==> config.mk <==
export PLATFORM = sky130hd
export DESIGN_NAME = ibex_rvfi_trace_buffer
export DESIGN_NICKNAME = d
export VERILOG_FILES = /design/src/rtl/ibex_rvfi_trace_buffer.sv
export SDC_FILE = /design/constraint.sdc
export NUM_CORES = 1
export LEC_CHECK = 0
export CAP_MARGIN = 5
export CELL_PAD_IN_SITES_DETAIL_PLACEMENT = 1
export CELL_PAD_IN_SITES_GLOBAL_PLACEMENT = 1
export CORE_MARGIN = 3
export CORE_UTILIZATION = 59
export CTS_CLUSTER_DIAMETER = 50
export CTS_CLUSTER_SIZE = 20
export DETAILED_ROUTE_END_ITERATION = 10
export DONT_BUFFER_PORTS = 1
export PLACE_DENSITY = 0.89
export SYNTH_ARGS = -nofsm -noshare
export SYNTH_HDL_FRONTEND = slang
export SYNTH_SLANG_ARGS = --single-unit
==> constraint.sdc <==
create_clock -name clk_i -period 9 [get_ports clk_i]
set_input_delay 1.8 -clock clk_i [delete_from_list [all_inputs] [get_ports clk_i]]
set_output_delay 1.8 -clock clk_i [all_outputs]
set_load 0.005 [all_outputs]
==> src/rtl/ibex_rvfi_trace_buffer.sv <==
// ibex_rvfi_trace_buffer: captures RVFI retirements into a FIFO and streams each as four 32-bit trace beats
module ibex_rvfi_trace_buffer #(
  parameter int unsigned Depth    = 4,
  parameter int unsigned DropCntW = 16
) (
  input  logic                      clk_i,
  input  logic                      rst_i,
  input  logic                      enable_i,
  input  logic                      rvfi_valid_i,
  input  logic [63:0]               rvfi_order_i,
  input  logic [31:0]               rvfi_insn_i,
  input  logic                      rvfi_trap_i,
  input  logic                      rvfi_halt_i,
  input  logic                      rvfi_intr_i,
  input  logic [1:0]                rvfi_mode_i,
  input  logic [4:0]                rvfi_rd_addr_i,
  input  logic [31:0]               rvfi_rd_wdata_i,
  input  logic [31:0]               rvfi_pc_rdata_i,
  output logic                      trace_valid_o,
  output logic [31:0]               trace_data_o,
  output logic                      trace_last_o,
  input  logic                      trace_ready_i,
  output logic [$clog2(Depth):0]    fifo_level_o,
  output logic [DropCntW-1:0]       drop_total_o,
  output logic                      overflow_o
);
  localparam int unsigned PW = $clog2(Depth);
  typedef enum logic {IDLE, SEND} state_e;
  state_e state_q, state_d;
  logic [127:0] mem_q [Depth];
  logic [127:0] mem_d [Depth];
  logic [PW:0] wptr_q, wptr_d, rptr_q, rptr_d;
  logic [1:0] idx_q, idx_d;
  logic [7:0] pend_q, pend_d;
  logic [DropCntW-1:0] drop_q, drop_d;
  logic ovf_q, ovf_d;
  logic full, pop_last, push_try, push, drop;
  logic [127:0] head;
  logic unused_order;
  assign unused_order = ^rvfi_order_i[63:14];
  always_comb begin
    full = (wptr_q[PW] != rptr_q[PW]) && (wptr_q[PW-1:0] == rptr_q[PW-1:0]);
    trace_valid_o = state_q == SEND;
    trace_last_o = trace_valid_o && idx_q == 2'd3;
    head = mem_q[rptr_q[PW-1:0]];
    // record is packed {wdata, insn, pc, header} so the beat index selects a 32-bit slice
    trace_data_o = trace_valid_o ? head[{idx_q, 5'd0} +: 32] : '0;
    pop_last = trace_valid_o & trace_ready_i & trace_last_o;
    push_try = enable_i & rvfi_valid_i;
    push = push_try & (!full | pop_last);
    drop = push_try & !push;
    mem_d = mem_q;
    if (push) mem_d[wptr_q[PW-1:0]] = {rvfi_rd_wdata_i, rvfi_insn_i, rvfi_pc_rdata_i, pend_q, rvfi_trap_i,
                                       rvfi_intr_i, rvfi_halt_i, rvfi_mode_i, rvfi_rd_addr_i, rvfi_order_i[13:0]};
    wptr_d = wptr_q + (PW+1)'(push);
    rptr_d = rptr_q + (PW+1)'(pop_last);
    idx_d = idx_q + 2'(trace_valid_o & trace_ready_i);
    pend_d = push ? 8'd0 : (drop && pend_q != 8'hff) ? pend_q + 8'd1 : pend_q;
    drop_d = (drop && !(&drop_q)) ? drop_q + DropCntW'(1) : drop_q;
    ovf_d = drop;
    state_d = (wptr_d != rptr_d) ? SEND : IDLE;
    fifo_level_o = wptr_q - rptr_q;
    drop_total_o = drop_q;
    overflow_o = ovf_q;
  end
  always_ff @(posedge clk_i or posedge rst_i) begin
    if (rst_i) begin
      state_q <= IDLE;
      wptr_q <= '0;
      rptr_q <= '0;
      idx_q <= '0;
      pend_q <= '0;
      drop_q <= '0;
      ovf_q <= 1'b0;
    end else begin
      state_q <= state_d;
      wptr_q <= wptr_d;
      rptr_q <= rptr_d;
      idx_q <= idx_d;
      pend_q <= pend_d;
      drop_q <= drop_d;
      ovf_q <= ovf_d;
    end
  end
  always_ff @(posedge clk_i) mem_q <= mem_d;
endmodule

==> metrics.log, run 1 <==
[metrics] run status: finished clean
[metrics] nature of the critical path endpoint: primary output
[metrics] share of synthesized area occupied by flip-flops and latches: 0.771
[metrics] DR iter-0 viols: 751
[metrics] clock latency on the worst-skew pair: 0.55 ns
[metrics] DRC violations left: 0
[metrics] number of cells upsized or downsized after cts: 0
[metrics] utilization of the core after routing: 0.663
[metrics] initial antenna violation count: 0
[metrics] fill cell instance count of the final layout: 2737
[metrics] Crit path largest cell delay: 1.03 ns
[metrics] clock sink count: 546
[metrics] Core Rows: 68
[metrics] Synth Register Bits: 546
[metrics] share of final-layout standard cells stronger than drive strength 1: 0.231
[metrics] placeable core region: 0.0349 sq mm
[metrics] cell taking the most area after synthesis: sky130_fd_sc_hd__edfxtp_1
[metrics] top library cells by usage in the layout, fill and taps aside: sky130_fd_sc_hd__edfxtp_1 (512), sky130_fd_sc_hd__mux4_2 (121), sky130_fd_sc_hd__mux2i_1 (59)
[metrics] type of the most critical hold path: flop to flop
[metrics] pin count of the biggest net entering global routing: 72
[metrics] Post-CTS Hold Buffers: 0
[metrics] static leakage: 7.56 nW
[metrics] number of buffers created by CTS: 46
[metrics] first-pass GRT wire length: 66200 um
[metrics] worst-path fanout max: 48
[metrics] Data required, critical path: 7.20 ns
[metrics] clock tree from TritonCTS: done
[metrics] total of max-cap violations: 0
[metrics] Setup Crit Path Kind: flop to primary output
[metrics] deepest clock path buffer count: 3
[metrics] Worst VDD drop: 0.220 mV
[metrics] post-CTS setup buffers: 0
[metrics] top flip-flop cell by instance count after synthesis: sky130_fd_sc_hd__edfxtp_1
[metrics] placed wire-length estimate: 26400 um
[metrics] DIE AREA: 0.0380 sq mm
[metrics] setup repair after global routing missed its margin: false
[metrics] final count of pins violating max slew: 0
[metrics] via count of the first global-routing pass: 10400
[metrics] Clock Tree Root: sky130_fd_sc_hd__clkbuf_16
[metrics] Overflow after GRT: 0
[metrics] Crit-path slowest cell: sky130_fd_sc_hd__dfrtp_4
[metrics] average footprint of a synthesized cell: 21.9 sq um
[metrics] cell types with the largest area share after synthesis: sky130_fd_sc_hd__edfxtp_1 (73%), sky130_fd_sc_hd__mux4_2 (13%), sky130_fd_sc_hd__dfrtp_1 (4.0%)
[metrics] crit share post-route: 0.606
[metrics] Synthesis Warnings: 0
[metrics] PwrDens: 312 mW/mm^2
[metrics] Post-synth ARST share: 0.0623
[metrics] vias per inst: 6.47
[metrics] gr usage total: 0.232
[metrics] post-detailed-route count of antenna-violating nets: 0
[metrics] Vert. Die Dim: 195 um
[metrics] Starting Density: 0.604
[metrics] number of unique standard cell types used by synthesis: 45
[metrics] Least-Margin Pin Slew: 1.08 ns
[metrics] count of mapped cells out of synthesis: 961
[metrics] type of element launching the critical path: flop
[metrics] Routed WL per cell: 29.7 um
[metrics] PortBufs: 0
[metrics] most common cell after layout, fill and taps aside: sky130_fd_sc_hd__edfxtp_1
[metrics] Post-synth EDFFs: 512
[metrics] Mapped Nets: 1146
[metrics] Total Routed Length: 43700 um
[metrics] Worst-path clk slew: 0.07 ns
[metrics] Detailed Routing Iterations Pass 1: 5
[metrics] worst rel slew slack: 0.280
[metrics] R2R depth: 5
[metrics] area growth from synthesis to layout: 9.80%
[metrics] Final #Nets: 1162
[metrics] overall power of the completed layout: 0.00721 W
[metrics] cell area after synthesis: 0.0211 sq mm
[metrics] top cell type's share of synthesized area: 0.730
[metrics] clock period minus worst slack: 5.45 ns
[metrics] diode insertion count for antenna repair: 0
[metrics] Worst Hold Margin: 0.534 ns
[metrics] number of levels the H-tree was split into: 2
[metrics] die width: 195 um
[metrics] vias: 9507
[metrics] Fin Setup TNS: 0 ns
[metrics] combined flip-flop and latch cell area: 0.0162 sq mm
[metrics] list of cells traversed by the critical path: buf_4 -> mux4_2 -> nor2b_1 -> o21ai_0 -> nand2_1
[metrics] Peak Freq: 183 MHz
[metrics] Routability Congestion: 0.725
[metrics] critical path arrival: 3.65 ns
[metrics] post-route clock skew: 0.0171 ns
[metrics] Finish-stage setup viols: 0
[metrics] instance count along the most critical hold path: 1
[metrics] hold violation total from the final report: 0
[metrics] multi-input logic area: 0.00461 sq mm
[metrics] IO Pins: 229
-- metal layers --
layer / wire length [um] / track usage / vias to the layer above / share of wire
met5: 0 / 0 / - / 0
met1: 17200 / 0.308 / 5138 / 0.39
met2: 23300 / 0.403 / 276 / 0.53
met4: 636 / 0.0467 / 0 / 0.015
met3: 2620 / 0.0534 / 44 / 0.060
li1: - / - / 4049 / -
-- worst max-delay path: cells and delay by family, from the launching register on --
kind	cells	cell delay [ns]
and+or+nand+nor	2	0.30
buffers and inverters	1	0.82
muxes	1	0.63
AOI/OAI and AO/OA	1	0.25
DFF	1	1.03
-- logic make-up (layout without fill, tap and decap cells) --
family,after synthesis,in the layout,synth area share
flip-flops,546,546,0.771
multiplexers,182,182,0.159
AND/OR/NAND/NOR,79,79,0.0214
AO/OA/AOI/OAI,63,63,0.0213
buffers and inverters,57,110,0.0119
XOR/XNOR,24,24,0.00998
adder cells (fa/ha/maj),10,10,0.00630
-- Yosys cell counts, types with 8 or more instances --
cell type / count
sky130_fd_sc_hd__and3_1: 8
sky130_fd_sc_hd__buf_2: 17
sky130_fd_sc_hd__clkbuf_1: 21
sky130_fd_sc_hd__dfrtp_1: 34
sky130_fd_sc_hd__edfxtp_1: 512
sky130_fd_sc_hd__ha_1: 9
sky130_fd_sc_hd__inv_1: 10
sky130_fd_sc_hd__mux2i_1: 59
sky130_fd_sc_hd__mux4_2: 121
sky130_fd_sc_hd__nand2_1: 17
sky130_fd_sc_hd__nand3_1: 8
sky130_fd_sc_hd__nand4_1: 10
sky130_fd_sc_hd__nor2b_1: 14
sky130_fd_sc_hd__o22ai_1: 25
sky130_fd_sc_hd__xnor2_1: 15
sky130_fd_sc_hd__xor2_1: 9
-- power breakdown --
group,internal [W],switching (W),leakage (nW)
clock,0.00109,0.000955,0.766
combinational,0.000831,0.000979,1.69
sequential,0.00311,0.000256,5.11
total,0.00502,0.00219,7.56
-- worst paths after layout --
path,slack (ns),endpoint,start
max in group asynchronous,7.42,rptr_q[1],rst_i
worst max register to register,4.60,mem_q[266],idx_q[0]
worst min register to register,0.53,rptr_q[2],rptr_q[2]
min in group asynchronous,1.23,drop_total_o[11],rst_i
worst min-delay path,0.53,rptr_q[2],rptr_q[2]
worst max-delay path,3.55,trace_data_o[20],rptr_q[0]
-- flip-flops by register name, summed over array words and instances, names as in the netlist --
| signal | count |
|---|---|
| idx_q | 2 |
| trace_valid_o | 1 |
| overflow_o | 1 |
| pend_q | 8 |
| mem_q | 512 |
| rptr_q | 3 |
| drop_total_o | 16 |
| wptr_q | 3 |
-- final cells by class --
cell class,count,share of cell area
Clock buffer,48,0.0510
Timing Repair Buffer,15,0.00487
Sequential cell,546,0.702
Multi-Input combinational cell,358,0.199
Tap cell,455,0.0246
Clock inverter,37,0.0165
Inverter,10,0.00162
-- metrics by stage --
step           cell area [sq um]  setup slack (ns)  cells
2_1_floorplan              21100              3.03    961
4_1_cts                    23100              3.43   1469
5_1_grt                    23100              3.23   1469
6_report                   23100              3.55   1469
3_3_place_gp               21600              4.08   1384
3_5_place_dp               21600              4.08   1384
Note: power is estimated with default switching activity, not from simulation.
==> run 2, diff against run 1 <==
Settings changed: CORE_UTILIZATION 59 to 50, PLACE_DENSITY 0.89 to 0.8.
Clock period 9 ns to 4.6 ns, I/O delays scaled along.
==> metrics.log, run 2 (synthesis results as in run 1) <==
[metrics] placeable core region: 0.0412 sq mm (+18%)
[metrics] type of the most critical hold path: input pin to async pin
[metrics] utilization of the core after routing: 0.572 (-0.0913)
[metrics] clock tree from TritonCTS: done
[metrics] r2r endpoint: mem_q[422]
[metrics] critical path arrival: 2.88 ns (-0.77 ns)
[metrics] diode insertion count for antenna repair: 0 (unchanged)
[metrics] deepest clock path buffer count: 3 (unchanged)
[metrics] Placed Area: 0.0219 sq mm (+1.4%)
[metrics] launching point of the worst reg2reg path: idx_q[0]
[metrics] CP startpoint: idx_q[0]
[metrics] R2R depth: 4 (-1)
[metrics] Starting Density: 0.511 (-0.0926)
[metrics] Routability Congestion: 0.692 (-4.5%)
[metrics] overall power of the completed layout: 0.0144 W (+100%)
[metrics] clock sink count: 546 (unchanged)
[metrics] DRC violations left: 0 (unchanged)
[metrics] crit share post-route: 0.826
[metrics] clock period minus worst slack: 3.80 ns
[metrics] Overflow after GRT: 0 (unchanged)
[metrics] max FFs per register: 512 (unchanged)
[metrics] type of element launching the critical path: flop
[metrics] Clock Tree Root: sky130_fd_sc_hd__clkbuf_16
[metrics] post-route clock skew: 0.0216 ns (+0.00455 ns)
[metrics] Core Rows: 74 (+8.8%)
[metrics] most common cell after layout, fill and taps aside: sky130_fd_sc_hd__edfxtp_1
[metrics] clock latency on the worst-skew pair: 0.59 ns (+0.04 ns)
[metrics] die width: 211 um (+8.4%)
[metrics] IO Pins: 229 (unchanged)
[metrics] Data required, critical path: 3.68 ns (-3.52 ns)
[metrics] reg-to-reg setup timing slack: 1.44 ns (-3.16 ns)
[metrics] post-detailed-route count of antenna-violating nets: 0 (unchanged)
[metrics] nature of the critical path endpoint: primary output
[metrics] DIE AREA: 0.0446 sq mm (+17%)
[metrics] total of max-cap violations: 0 (unchanged)
[metrics] via count of the first global-routing pass: 10594 (+1.9%)
[metrics] vias per inst: 6.02 (-7.0%)
[metrics] number of cells upsized or downsized after cts: 0 (unchanged)
[metrics] Total Routed Length: 43400 um (-0.62%)
[metrics] number of levels the H-tree was split into: 2 (unchanged)
[metrics] Worst-path clk slew: 0.07 ns (about the same)
[metrics] initial antenna violation count: 0 (unchanged)
[metrics] Fin Setup TNS: 0 ns (unchanged)
[metrics] first-pass GRT wire length: 66100 um (-0.11%)
[metrics] DR iter-0 viols: 519 (-31%)
[metrics] setup repair after global routing missed its margin: false
[metrics] post-CTS setup buffers: 0 (unchanged)
[metrics] Worst VDD drop: 0.418 mV (+90%)
[metrics] Final #Nets: 1170 (+0.69%)
[metrics] PortBufs: 0 (unchanged)
[metrics] final count of pins violating max slew: 0 (unchanged)
[metrics] Peak Freq: 263 MHz
[metrics] area growth from synthesis to layout: 11.8%
[metrics] gr usage total: 0.199 (-0.0327)
[metrics] Detailed Routing Iterations Pass 1: 5 (unchanged)
[metrics] most flop-heavy register: mem_q
[metrics] Setup Crit Path Kind: flop to primary output
[metrics] worst rel slew slack: 0.229 (-0.0506)
[metrics] Least-Margin Pin Slew: 1.16 ns (+0.0758 ns)
[metrics] top library cells by usage in the layout, fill and taps aside: sky130_fd_sc_hd__edfxtp_1 (512), sky130_fd_sc_hd__mux4_2 (121), sky130_fd_sc_hd__mux2i_1 (59)
[metrics] Vert. Die Dim: 211 um (+8.4%)
[metrics] Routed WL per cell: 27.9 um (-6.1%)
[metrics] hold violation total from the final report: 0 (unchanged)
[metrics] Finish-stage setup viols: 0 (unchanged)
[metrics] Post-CTS Hold Buffers: 0 (unchanged)
[metrics] number of buffers created by CTS: 46 (unchanged)
[metrics] run status: finished clean
[metrics] pin count of the biggest net entering global routing: 98 (+36%)
[metrics] worst-path fanout max: 42 (-13%)
[metrics] vias: 9360 (-1.5%)
[metrics] static leakage: 7.69 nW (+1.7%)
[metrics] placed wire-length estimate: 26800 um (+1.7%)
[metrics] finished layout cell area: 0.0235 sq mm (+1.8%)
[metrics] share of final-layout standard cells stronger than drive strength 1: 0.238 (+0.00677)
[metrics] PwrDens: 612 mW/mm^2 (+96%)
## run 2: cell types whose count changed in the layout (fill, tap and decap cells not counted), sizes merged
cell	delta
clkinv	+5
clkbuf	+1
buf	+8
inv	-8
bufinv	+4
clkinvlp	-1
## run 2: cell type report
| cell class | count | area, sq um |
|---|---|---|
| Inverter | 10 | 37.5 |
| Fill cell | 3366 | 17700 |
| Multi-Input combinational cell | 358 | 4610 |
| Timing Repair Buffer | 23 | 310 |
| Clock inverter | 37 | 508 |
| Clock buffer | 49 | 1180 |
| Sequential cell | 546 | 16200 |
| Tap cell | 532 | 666 |
## run 2: worst max path at each step
stage               slack (ns)  depth (start not counted)               end
floorplan                 0.66                          8          mem_q[0]
global placement          1.35                          4        mem_q[421]
detailed placement        1.39                          4        mem_q[460]
CTS                       0.73                          5  trace_data_o[12]
global route              0.57                          5  trace_data_o[13]
finish                    0.80                          5  trace_data_o[12]
## run 2: layer usage
metal	GRT usage	part of all wire
met1	0.242	0.37
met4	0.0594	0.023
met2	0.350	0.54
met5	0	0
met3	0.0579	0.068
## run 2: report_power, final
part / internal [W] / switching [W] / leakage, nW
Clock: 0.00236 / 0.00188 / 0.819
Sequential: 0.00607 / 0.000387 / 5.11
Combinational: 0.00170 / 0.00202 / 1.76
## run 2: worst max-delay path: stages, from the launching register on
cell and delay [ns]:
sky130_fd_sc_hd__dfrtp_4 0.92, sky130_fd_sc_hd__nand2b_1 0.43, sky130_fd_sc_hd__a211oi_1 0.42, sky130_fd_sc_hd__a311oi_1 0.11
sky130_fd_sc_hd__o21ai_0 0.28, sky130_fd_sc_hd__nand2_1 0.14
## run 2: through the flow
step | std cells | hold WS (ns) | setup slack (ns)
6_report | 1555 | 0.332 | 0.801
5_1_grt | 1555 | 0.368 | 0.571
4_1_cts | 1555 | 0.319 | 0.726
3_5_place_dp | 1469 | 0.523 | 1.39
3_3_place_gp | 1469 | 0.505 | 1.35
2_1_floorplan | 961 | 0.478 | 0.655
